### config.mk
export PLATFORM = sky130hd
export DESIGN_NAME = tank_motion
export DESIGN_NICKNAME = d
export VERILOG_FILES = /design/src/rtl/tank_pkg.sv /design/src/rtl/frame_tick_sync.sv /design/src/rtl/tank_motion.sv
export SDC_FILE = /design/constraint.sdc
export NUM_CORES = 1
export LEC_CHECK = 0
export CAP_MARGIN = 20
export CORE_MARGIN = 2
export CORE_UTILIZATION = 30
export DETAILED_ROUTE_END_ITERATION = 10
export PLACE_DENSITY = 0.53
export SLEW_MARGIN = 30
export SYNTH_ARGS = -nofsm -noshare
export SYNTH_HDL_FRONTEND = slang
export SYNTH_SLANG_ARGS = --single-unit
### constraint.sdc
create_clock -name Clk -period 6.99 [get_ports Clk]
set_clock_uncertainty 0.05 [all_clocks]
set_input_delay 0.699 -clock Clk [delete_from_list [all_inputs] [get_ports Clk]]
set_output_delay 0.699 -clock Clk [all_outputs]
set_load 0.1 [all_outputs]
### src/rtl/tank_pkg.sv
// tank_pkg: shared types, state encoding and trig table for the tank
// motion controller.
//   angle_t  - 5-bit heading index, 32 steps of 11.25 degrees
//   trig_t   - signed Q1.6 trig value, +1.0 = 64
//   pos_fx_t - unsigned Q10.6 screen position
//   state_e  - controller FSM states
package tank_pkg;

    typedef logic [4:0]        angle_t;
    typedef logic signed [7:0] trig_t;
    typedef logic [15:0]       pos_fx_t;

    typedef enum logic [1:0] {IDLE, UPDATE, PROBE} state_e;

    localparam int FRAC_W = 6;

    // sin(k * 11.25 deg) * 64, rounded to nearest.
    localparam trig_t SIN_LUT [32] = '{
          8'sd0,   8'sd12,  8'sd24,  8'sd36,  8'sd45,  8'sd53,  8'sd59,  8'sd63,
          8'sd64,  8'sd63,  8'sd59,  8'sd53,  8'sd45,  8'sd36,  8'sd24,  8'sd12,
          8'sd0,  -8'sd12, -8'sd24, -8'sd36, -8'sd45, -8'sd53, -8'sd59, -8'sd63,
         -8'sd64, -8'sd63, -8'sd59, -8'sd53, -8'sd45, -8'sd36, -8'sd24, -8'sd12
    };

    function automatic trig_t sin_of(input angle_t a);
        return SIN_LUT[a];
    endfunction

    // cos leads sin by a quarter turn; the 5-bit add wraps mod 32.
    function automatic trig_t cos_of(input angle_t a);
        angle_t b;
        b = a + 5'd8;
        return SIN_LUT[b];
    endfunction

    // Clamp a signed Q11.6 sum to [lo, hi] on the integer part. A clamped
    // result has its fraction zeroed; an in-range sum keeps its fraction.
    function automatic pos_fx_t clamp_axis(input logic signed [16:0] sum,
                                           input logic [9:0]         lo,
                                           input logic [9:0]         hi);
        logic signed [10:0] ip;
        ip = sum[16:FRAC_W];
        if (ip < $signed({1'b0, lo}))
            return {lo, {FRAC_W{1'b0}}};
        else if (ip > $signed({1'b0, hi}))
            return {hi, {FRAC_W{1'b0}}};
        else
            return sum[15:0];
    endfunction

endpackage

### src/rtl/frame_tick_sync.sv
// frame_tick_sync: brings the asynchronous vertical-sync strobe into the
// clock domain and emits a single-cycle tick on its rising edge.
//   clk_i   - system clock
//   rst_i   - synchronous active-high reset
//   async_i - asynchronous frame strobe
//   tick_o  - registered 1-cycle pulse, 3 clocks after the strobe edge
module frame_tick_sync (
    input  logic clk_i,
    input  logic rst_i,
    input  logic async_i,
    output logic tick_o
);

    logic meta_q, sync_q, prev_q, tick_q;

    always_ff @(posedge clk_i) begin
        if (rst_i) begin
            meta_q <= 1'b0;
            sync_q <= 1'b0;
            prev_q <= 1'b0;
            tick_q <= 1'b0;
        end else begin
            meta_q <= async_i;
            sync_q <= meta_q;
            prev_q <= sync_q;
            tick_q <= sync_q & ~prev_q;
        end
    end

    assign tick_o = tick_q;

endmodule

### src/rtl/tank_motion.sv
// tank_motion: per-tank motion controller feeding the colour mapper.
// Keycodes rotate the heading or propose a move along it; each proposed
// move is clamped to the playfield and checked against the maze through
// a probe handshake before being committed. One update per video frame.
//   Clk, Reset              - clock, synchronous active-high reset
//   frame_clk               - asynchronous vertical-sync strobe
//   keycode                 - current key, 8'h00 = none
//   probe_ack/probe_blocked - maze checker response
//   probe_req/probe_x/_y    - maze checker request and candidate pixel
//   TankX/TankY             - committed centre position (integer part)
//   angle/sin/cos           - heading index and its Q1.6 sin/cos
//   busy                    - FSM is not in IDLE
module tank_motion
    import tank_pkg::*;
#(
    parameter logic [7:0] KEY_FWD       = 8'h1A,
    parameter logic [7:0] KEY_BACK      = 8'h16,
    parameter logic [7:0] KEY_LEFT      = 8'h04,
    parameter logic [7:0] KEY_RIGHT     = 8'h07,
    parameter int         SPEED         = 2,
    parameter logic [9:0] X_INIT        = 10'd80,
    parameter logic [9:0] Y_INIT        = 10'd80,
    parameter logic [4:0] ANGLE_INIT    = 5'd0,
    parameter logic [9:0] X_MIN         = 10'd8,
    parameter logic [9:0] X_MAX         = 10'd631,
    parameter logic [9:0] Y_MIN         = 10'd8,
    parameter logic [9:0] Y_MAX         = 10'd471,
    parameter int         PROBE_TIMEOUT = 16
) (
    input  logic       Clk,
    input  logic       Reset,
    input  logic       frame_clk,
    input  logic [7:0] keycode,
    input  logic       probe_ack,
    input  logic       probe_blocked,
    output logic       probe_req,
    output logic [9:0] probe_x,
    output logic [9:0] probe_y,
    output logic [9:0] TankX,
    output logic [9:0] TankY,
    output logic [4:0] angle,
    output logic [7:0] sin,
    output logic [7:0] cos,
    output logic       busy
);

    localparam int TW = (PROBE_TIMEOUT > 1) ? $clog2(PROBE_TIMEOUT) : 1;
    localparam logic [TW-1:0] TMO_LAST = TW'(PROBE_TIMEOUT - 1);
    localparam logic signed [10:0] SPD = 11'(SPEED);

    logic tick;

    frame_tick_sync u_sync (
        .clk_i   (Clk),
        .rst_i   (Reset),
        .async_i (frame_clk),
        .tick_o  (tick)
    );

    state_e          state_q;
    pos_fx_t         pos_x_q, pos_y_q;
    pos_fx_t         cand_x_q, cand_y_q;
    angle_t          angle_q;
    trig_t           sin_q, cos_q;
    logic            probe_req_q;
    logic [9:0]      probe_x_q, probe_y_q;
    logic [TW-1:0]   tmo_q;

    // Candidate position from the current heading.
    logic               is_fwd, is_back, is_move;
    logic signed [10:0] step_x, step_y;
    logic signed [16:0] sum_x, sum_y;
    pos_fx_t            cand_x_d, cand_y_d;

    assign is_fwd  = (keycode == KEY_FWD);
    assign is_back = (keycode == KEY_BACK);
    assign is_move = is_fwd | is_back;

    always_comb begin
        step_x = SPD * $signed({{3{cos_q[7]}}, cos_q});
        step_y = SPD * $signed({{3{sin_q[7]}}, sin_q});
        if (is_back) begin
            sum_x = $signed({1'b0, pos_x_q}) - $signed({{6{step_x[10]}}, step_x});
            sum_y = $signed({1'b0, pos_y_q}) - $signed({{6{step_y[10]}}, step_y});
        end else begin
            sum_x = $signed({1'b0, pos_x_q}) + $signed({{6{step_x[10]}}, step_x});
            sum_y = $signed({1'b0, pos_y_q}) + $signed({{6{step_y[10]}}, step_y});
        end
        cand_x_d = clamp_axis(sum_x, X_MIN, X_MAX);
        cand_y_d = clamp_axis(sum_y, Y_MIN, Y_MAX);
    end

    always_ff @(posedge Clk) begin
        if (Reset) begin
            state_q     <= IDLE;
            pos_x_q     <= {X_INIT, {FRAC_W{1'b0}}};
            pos_y_q     <= {Y_INIT, {FRAC_W{1'b0}}};
            cand_x_q    <= '0;
            cand_y_q    <= '0;
            angle_q     <= ANGLE_INIT;
            sin_q       <= sin_of(ANGLE_INIT);
            cos_q       <= cos_of(ANGLE_INIT);
            probe_req_q <= 1'b0;
            probe_x_q   <= '0;
            probe_y_q   <= '0;
            tmo_q       <= '0;
        end else begin
            case (state_q)
                IDLE: begin
                    if (tick) state_q <= UPDATE;
                end
                UPDATE: begin
                    if (keycode == KEY_LEFT) begin
                        angle_q <= angle_q - 5'd1;
                        sin_q   <= sin_of(angle_q - 5'd1);
                        cos_q   <= cos_of(angle_q - 5'd1);
                    end else if (keycode == KEY_RIGHT) begin
                        angle_q <= angle_q + 5'd1;
                        sin_q   <= sin_of(angle_q + 5'd1);
                        cos_q   <= cos_of(angle_q + 5'd1);
                    end
                    if (is_move) begin
                        cand_x_q    <= cand_x_d;
                        cand_y_q    <= cand_y_d;
                        probe_x_q   <= cand_x_d[15:FRAC_W];
                        probe_y_q   <= cand_y_d[15:FRAC_W];
                        probe_req_q <= 1'b1;
                        tmo_q       <= '0;
                        state_q     <= PROBE;
                    end else begin
                        state_q <= IDLE;
                    end
                end
                PROBE: begin
                    if (probe_ack) begin
                        if (!probe_blocked) begin
                            pos_x_q <= cand_x_q;
                            pos_y_q <= cand_y_q;
                        end
                        probe_req_q <= 1'b0;
                        state_q     <= IDLE;
                    end else if (tmo_q == TMO_LAST) begin
                        // Maze checker never answered: drop the move.
                        probe_req_q <= 1'b0;
                        state_q     <= IDLE;
                    end else begin
                        tmo_q <= tmo_q + 1'b1;
                    end
                end
                default: begin
                    probe_req_q <= 1'b0;
                    state_q     <= IDLE;
                end
            endcase
        end
    end

    assign probe_req = probe_req_q;
    assign probe_x   = probe_x_q;
    assign probe_y   = probe_y_q;
    assign TankX     = pos_x_q[15:FRAC_W];
    assign TankY     = pos_y_q[15:FRAC_W];
    assign angle     = angle_q;
    assign sin       = sin_q;
    assign cos       = cos_q;
    assign busy      = (state_q != IDLE);

endmodule
# After elaboration in Yosys (flattened, before gate mapping)
# Memories as Yosys holds them, arrays and structs flattened.
# Cells that the tools add are included.
# totals
reg_bits,116
mem_bits_ro,1024
out_inout_bits,63
elab_cells,101
mem_count,4
# memory_table
name,words,width,rd,rd_ports_with_merged_regs,write_ports,line_no,source
(no name shown),32,8,1,0,0,tank_pkg.sv:33,return SIN_LUT[b];
(no name shown),32,8,1,0,0,tank_pkg.sv:26,return SIN_LUT[a];
(no name shown),32,8,1,0,0,tank_pkg.sv:33,
(no name shown),32,8,1,0,0,tank_pkg.sv:26,
# classes
addsub,9
magnitude_cmp,8
n_eq_ne,12
mux,33
bitwise,9
n_reduce_logical,10
# ops
op,n
8-bit two-way mux,12
16-bit two-way mux,4
17-bit by 9-bit adder with 17-bit output,2
17-bit two-way mux,2
17-bit by 9-bit subtractor with 17-bit output,2
6-bit greater-or-equal comparator (second input constant),4
5-bit NOT with 6-bit output,4
11-bit by 5-bit less-than comparator with 1-bit output (second input constant),2
8-bit by 3-bit == test with 1-bit output (second input constant),2
8-bit by 5-bit == test with 1-bit output (second input constant),2
4-bit two-way mux,3
11-bit by 10-bit greater-than comparator with 1-bit output (second input constant),1
11-bit greater-than comparator (second input constant),1
5-bit by 4-bit adder with 5-bit output (second input constant),2
5-bit two-way mux,2
2-bit two-way mux,4
4-bit case mux with 2 select lines,1
2-bit inequality test (second input constant),3
2-bit case mux with 3 select lines,1
2-bit AND reduction,3
3-bit AND reduction,2
2-bit nonzero test,3
5-bit by 1-bit adder with 5-bit output (second input constant),1
5-bit by 1-bit subtractor with 5-bit output (second input constant),1
other kinds (13),17

# Longest topological paths before layout
# depth
word_depth,8
depth_mapped,16

# Cells and area by module
# From an unflattened synthesis, not the netlist that was laid out.
# unflattened
hier_cells,982
area_unflattened_um2,7209.4
# by_module_without_submodules
module,instances,cells_per_inst,area_per_inst_um2
tank_motion,1,974,7098.1
frame_tick_sync,1,8,111.4

# Worst setup path before layout
# Ideal clock, no wire load.
# synth_path
kind,input -> register
start,in keycode[5]
end,reg cand_x_q[12]
setup_ns,0.135
arrival_ns,4.367
required_time_ns,6.805
slack_ns,2.438
stages,14
n_path_buf,2
cell_sequence,or3_1 or3_1 buf_2 buf_1 mux2i_1 fa_1 a21o_1 a221o_2 a31o_2 a31oi_4 xor2_1 nand4_1 o211ai_2 a22oi_1
# synth_between
elab_chain_len,5
# synth_rtl
element,line_no,source
from (decl),tank_motion.sv:33,"input logic [7:0] keycode,"
8-bit by 5-bit == test with 1-bit output,tank_motion.sv:76,assign is_back = (keycode == KEY_BACK);
17-bit two-way mux,tank_motion.sv:82,if (is_back) begin
11-bit greater-than comparator,tank_pkg.sv:45,"else if (ip > $signed({1'b0, hi}))"
16-bit two-way mux,tank_pkg.sv:45,
16-bit two-way mux,tank_pkg.sv:43,"if (ip < $signed({1'b0, lo}))"
to (signal assigned),tank_motion.sv:123,cand_x_q <= cand_x_d;
to (decl),tank_motion.sv:62,"pos_fx_t cand_x_q, cand_y_q;"
# Several ways; a longest one is shown, not always the timed one.
# A chain may end at the register's enable or synchronous reset.

# Final worst setup path
# layout_path
start,in keycode[6]
end,reg cand_x_q[8]
# Same word-level chain as after synthesis.

==> impl_metrics.yaml <==
worst_hold_path:
  worst_min_path_class: "reg -> reg"
  hold_path_depth: 1
route:
  dr_wl_cell_um: 16.37
  detailedRoute.firstIterationViolations: 467
  drt_first_pass_iters: 5
  route.detailed.vias_per_inst: 5.212
  ant_nets: 0
  routed_wl_um: 21300
  detail_route.drc_violations: 0
  route.vias.total: 6781
timing:
  rsz0062_at_grt: "false"
  setup_slack_of_the_critical_path_after_layout_ns: 2.033
  fmax_mhz: 201.7
  timing_hold_violations_final: 0
  timing.final.crit_share_pct: 70.92
  tns_ns: 0
  slew_viol_final: 0
  worst_hold_slack_across_all_endpoints_ns: 0.3337
  layout_min_cycle_time_ns: 4.957
  setup-violations-final: 0
  worst_pin_slew_ns: 1.007
  max_slew_margin_pct: 32.63
yosys:
  synth-async-reset-ratio_pct: 0
  synth_edf_count: 0
  ys_top_cells_by_area: "sky130_fd_sc_hd__dfxtp_1 (26%), sky130_fd_sc_hd__nand2_1 (8.3%), sky130_fd_sc_hd__ha_1 (7.6%)"
  synth_top_cell_by_area: "sky130_fd_sc_hd__dfxtp_1"
  yosysWarningCount: 0
  yosys.cell_count.top_type: "sky130_fd_sc_hd__nand2_1"
  primary_flip_flop_cell_chosen_by_synthesis_mapping: "sky130_fd_sc_hd__dfxtp_1"
  postSynthAreaPerCell_um2: 7.331
  synth-seq-area-share_pct: 25.85
  syn_area_mm2: 0.007126
  postSynthCellCount: 972
  ys_top_cells_by_count: "sky130_fd_sc_hd__nand2_1 (157), sky130_fd_sc_hd__a21oi_1 (104), sky130_fd_sc_hd__dfxtp_1 (92)"
  synth_top_area_share_pct: 25.85
  synth_fp_nets: 1030
  netlist-cell-type-count: 73
  synth.ff_latch_count: 92
critical_path:
  crit_path_start_kind: "primary input"
  setup.worst_path.end_class: "flip-flop"
  worst-endpoint-required_ns: 7.16
  worst_ep_arrival_time_ns: 5.13
  worst-r2r-cell-count: 15
  setup.worst_path.class: "in -> reg"
  worst-path-max-fanout: 15
power_and_ir_drop:
  power_density_mw_per_mm2: 138.3
  worst_voltage_drop_across_the_vdd_grid_uv: 126.8
  p_leak_nw: 2.975
  total_power_mw: 1.137
place:
  place.detailed.hpwl_um: 15590
  place_ws_ns: 1.605
  port_buffers: 75
  gp_congestion: 0.8529
die:
  initial_utilization_pct: 30.45
  coreArea_mm2: 0.02340
  ioPinCount: 76
  num_rows: 56
  die_w_um: 158.1
  die_area_mm2: 0.02500
  dieHeight_um: 158.1
cells_and_area:
  post_layout_net_count: 1035
  num_antenna_cells: 0
  drive_gt1_share_pct: 5.601
  syn2layout_area_growth_pct: 15.36
clock_tree:
  cts_root_buffer: "sky130_fd_sc_hd__clkbuf_16"
  insertion_delay_ns: 0.35
  numCtsBuffers: 9
  ctsHoldBuffers: 0
  clk_pin_slew_worst_paths_ns: 0.07
  post-cts-setup-buffers: 0
  clock_sinks: 92
  ctsLongestPathBuffers: 2
  ctsHtreeMaxLevel: 3
  cts-resized-gates: 0
  clock_tree_from_tritoncts: "done"
global_route:
  groute.usage.overall_pct: 17.14
  grt_util_met2_pct: 28.53
  grt_max_degree: 68
  grt_pass1_vias: 6274
  gr-usage-met1_pct: 23.49
  overflow_left_after_global_routing: 0
  grt_pass1_wl_um: 33950
  grt.met3_usage_pct: 1.998
  initial_antenna_violation_count: 1
  gr-max-usage-layer: "met2"
flow_run:
  max_cap_viol_count: 0
status:
  status: "completed"
==> power breakdown <==
part,internal (mW),switching (mW)
registers,0.525,0.000478
clock network,0.362,0.219
logic,0.0115,0.0195
total,0.898,0.239
==> worst paths after layout <==
| check | start | to | slack, ns |
|---|---|---|---|
| setup / recovery | keycode[6] | cand_x_q[8]$_SDFFE_PP0P_ | 2.03 |
| setup reg to reg | cos[2]$_SDFFE_PP0P_ | cand_x_q[8]$_SDFFE_PP0P_ | 2.85 |
| hold / removal | u_sync.prev_q$_SDFF_PP0_ | u_sync.tick_o$_SDFF_PP0_ | 0.33 |
| hold reg to reg | u_sync.prev_q$_SDFF_PP0_ | u_sync.tick_o$_SDFF_PP0_ | 0.33 |
==> layout make-up <==
type,instances,area [um^2]
Fill cell,2527,15180
Multi-Input combinational cell,764,4700
Sequential cell,92,1842
Timing Repair Buffer,89,850.8
Tap cell,319,399.1
Clock buffer,11,242.7
Clock inverter,5,107.6
Inverter,21,78.83
==> critical path: stages <==
cell and delay (ns):
sky130_fd_sc_hd__clkdlybuf4s50_1 0.49, sky130_fd_sc_hd__or3_1 0.41, sky130_fd_sc_hd__nor3_2 0.75, sky130_fd_sc_hd__a21oi_1 0.12, sky130_fd_sc_hd__xnor2_1 0.17, sky130_fd_sc_hd__ha_1 0.34
sky130_fd_sc_hd__a21o_1 0.23, sky130_fd_sc_hd__a221o_2 0.43, sky130_fd_sc_hd__a31o_2 0.31, sky130_fd_sc_hd__a31oi_4 0.21, sky130_fd_sc_hd__xor2_1 0.25, sky130_fd_sc_hd__nand4_1 0.21
sky130_fd_sc_hd__o211ai_2 0.36, sky130_fd_sc_hd__a22oi_1 0.14
==> cells in the final DEF, fill, tap and decap left out, types with 10 or more instances in the layout <==
master,n
sky130_fd_sc_hd__a211oi_1,19
sky130_fd_sc_hd__a21oi_1,104
sky130_fd_sc_hd__buf_4,14
sky130_fd_sc_hd__clkdlybuf4s50_1,74
sky130_fd_sc_hd__dfxtp_1,92
sky130_fd_sc_hd__ha_1,43
sky130_fd_sc_hd__inv_1,21
sky130_fd_sc_hd__nand2_1,157
sky130_fd_sc_hd__nand2b_1,10
sky130_fd_sc_hd__nand3_1,25
sky130_fd_sc_hd__nand3b_1,10
sky130_fd_sc_hd__nor2_1,81
sky130_fd_sc_hd__nor2b_1,13
sky130_fd_sc_hd__nor3_1,24
sky130_fd_sc_hd__o211ai_1,15
sky130_fd_sc_hd__o21ai_0,56
sky130_fd_sc_hd__o31ai_1,12
sky130_fd_sc_hd__xnor2_1,27
sky130_fd_sc_hd__xor2_1,22
==> logic make-up after synthesis <==
logic type                 count (synthesis)  share of synthesized area, %
and+or+nand+nor                          370                         23.93
AOI/OAI and AO/OA                        292                         26.23
buffers and inverters                    116                         8.376
DFF                                       92                         25.85
xor gates and xnor gates                  51                         6.637
adders and majority gates                 45                         8.112
muxes                                      6                        0.8604
==> state kept, by name, indices dropped and copies added (netlist names) <==
name / flops
cand_x_q: 15
cand_y_q: 15
pos_x_q: 15
pos_y_q: 15
cos: 8
sin: 8
angle: 5
tmo_q: 4
state_q: 2
probe_req: 1
u_sync.meta_q: 1
u_sync.prev_q: 1
u_sync.sync_q: 1
u_sync.tick_o: 1
==> metrics by stage <==
step	util (%)	std cells	area [um^2]
CTS	35.13	1301	8220
global placement	33.63	1285	7870
global route	35.13	1301	8220
detailed placement	33.63	1285	7870
finish	35.13	1301	8220
floorplan	-	972	7126
==> routing by layer <==
metal | share of wire [%] | vias up
met5 | 0 | -
met4 | 1.3 | 0
met3 | 4.2 | 19
met2 | 47 | 147
met1 | 48 | 3184
li1 | - | 3431
Note: power is estimated with default switching activity, not from simulation.
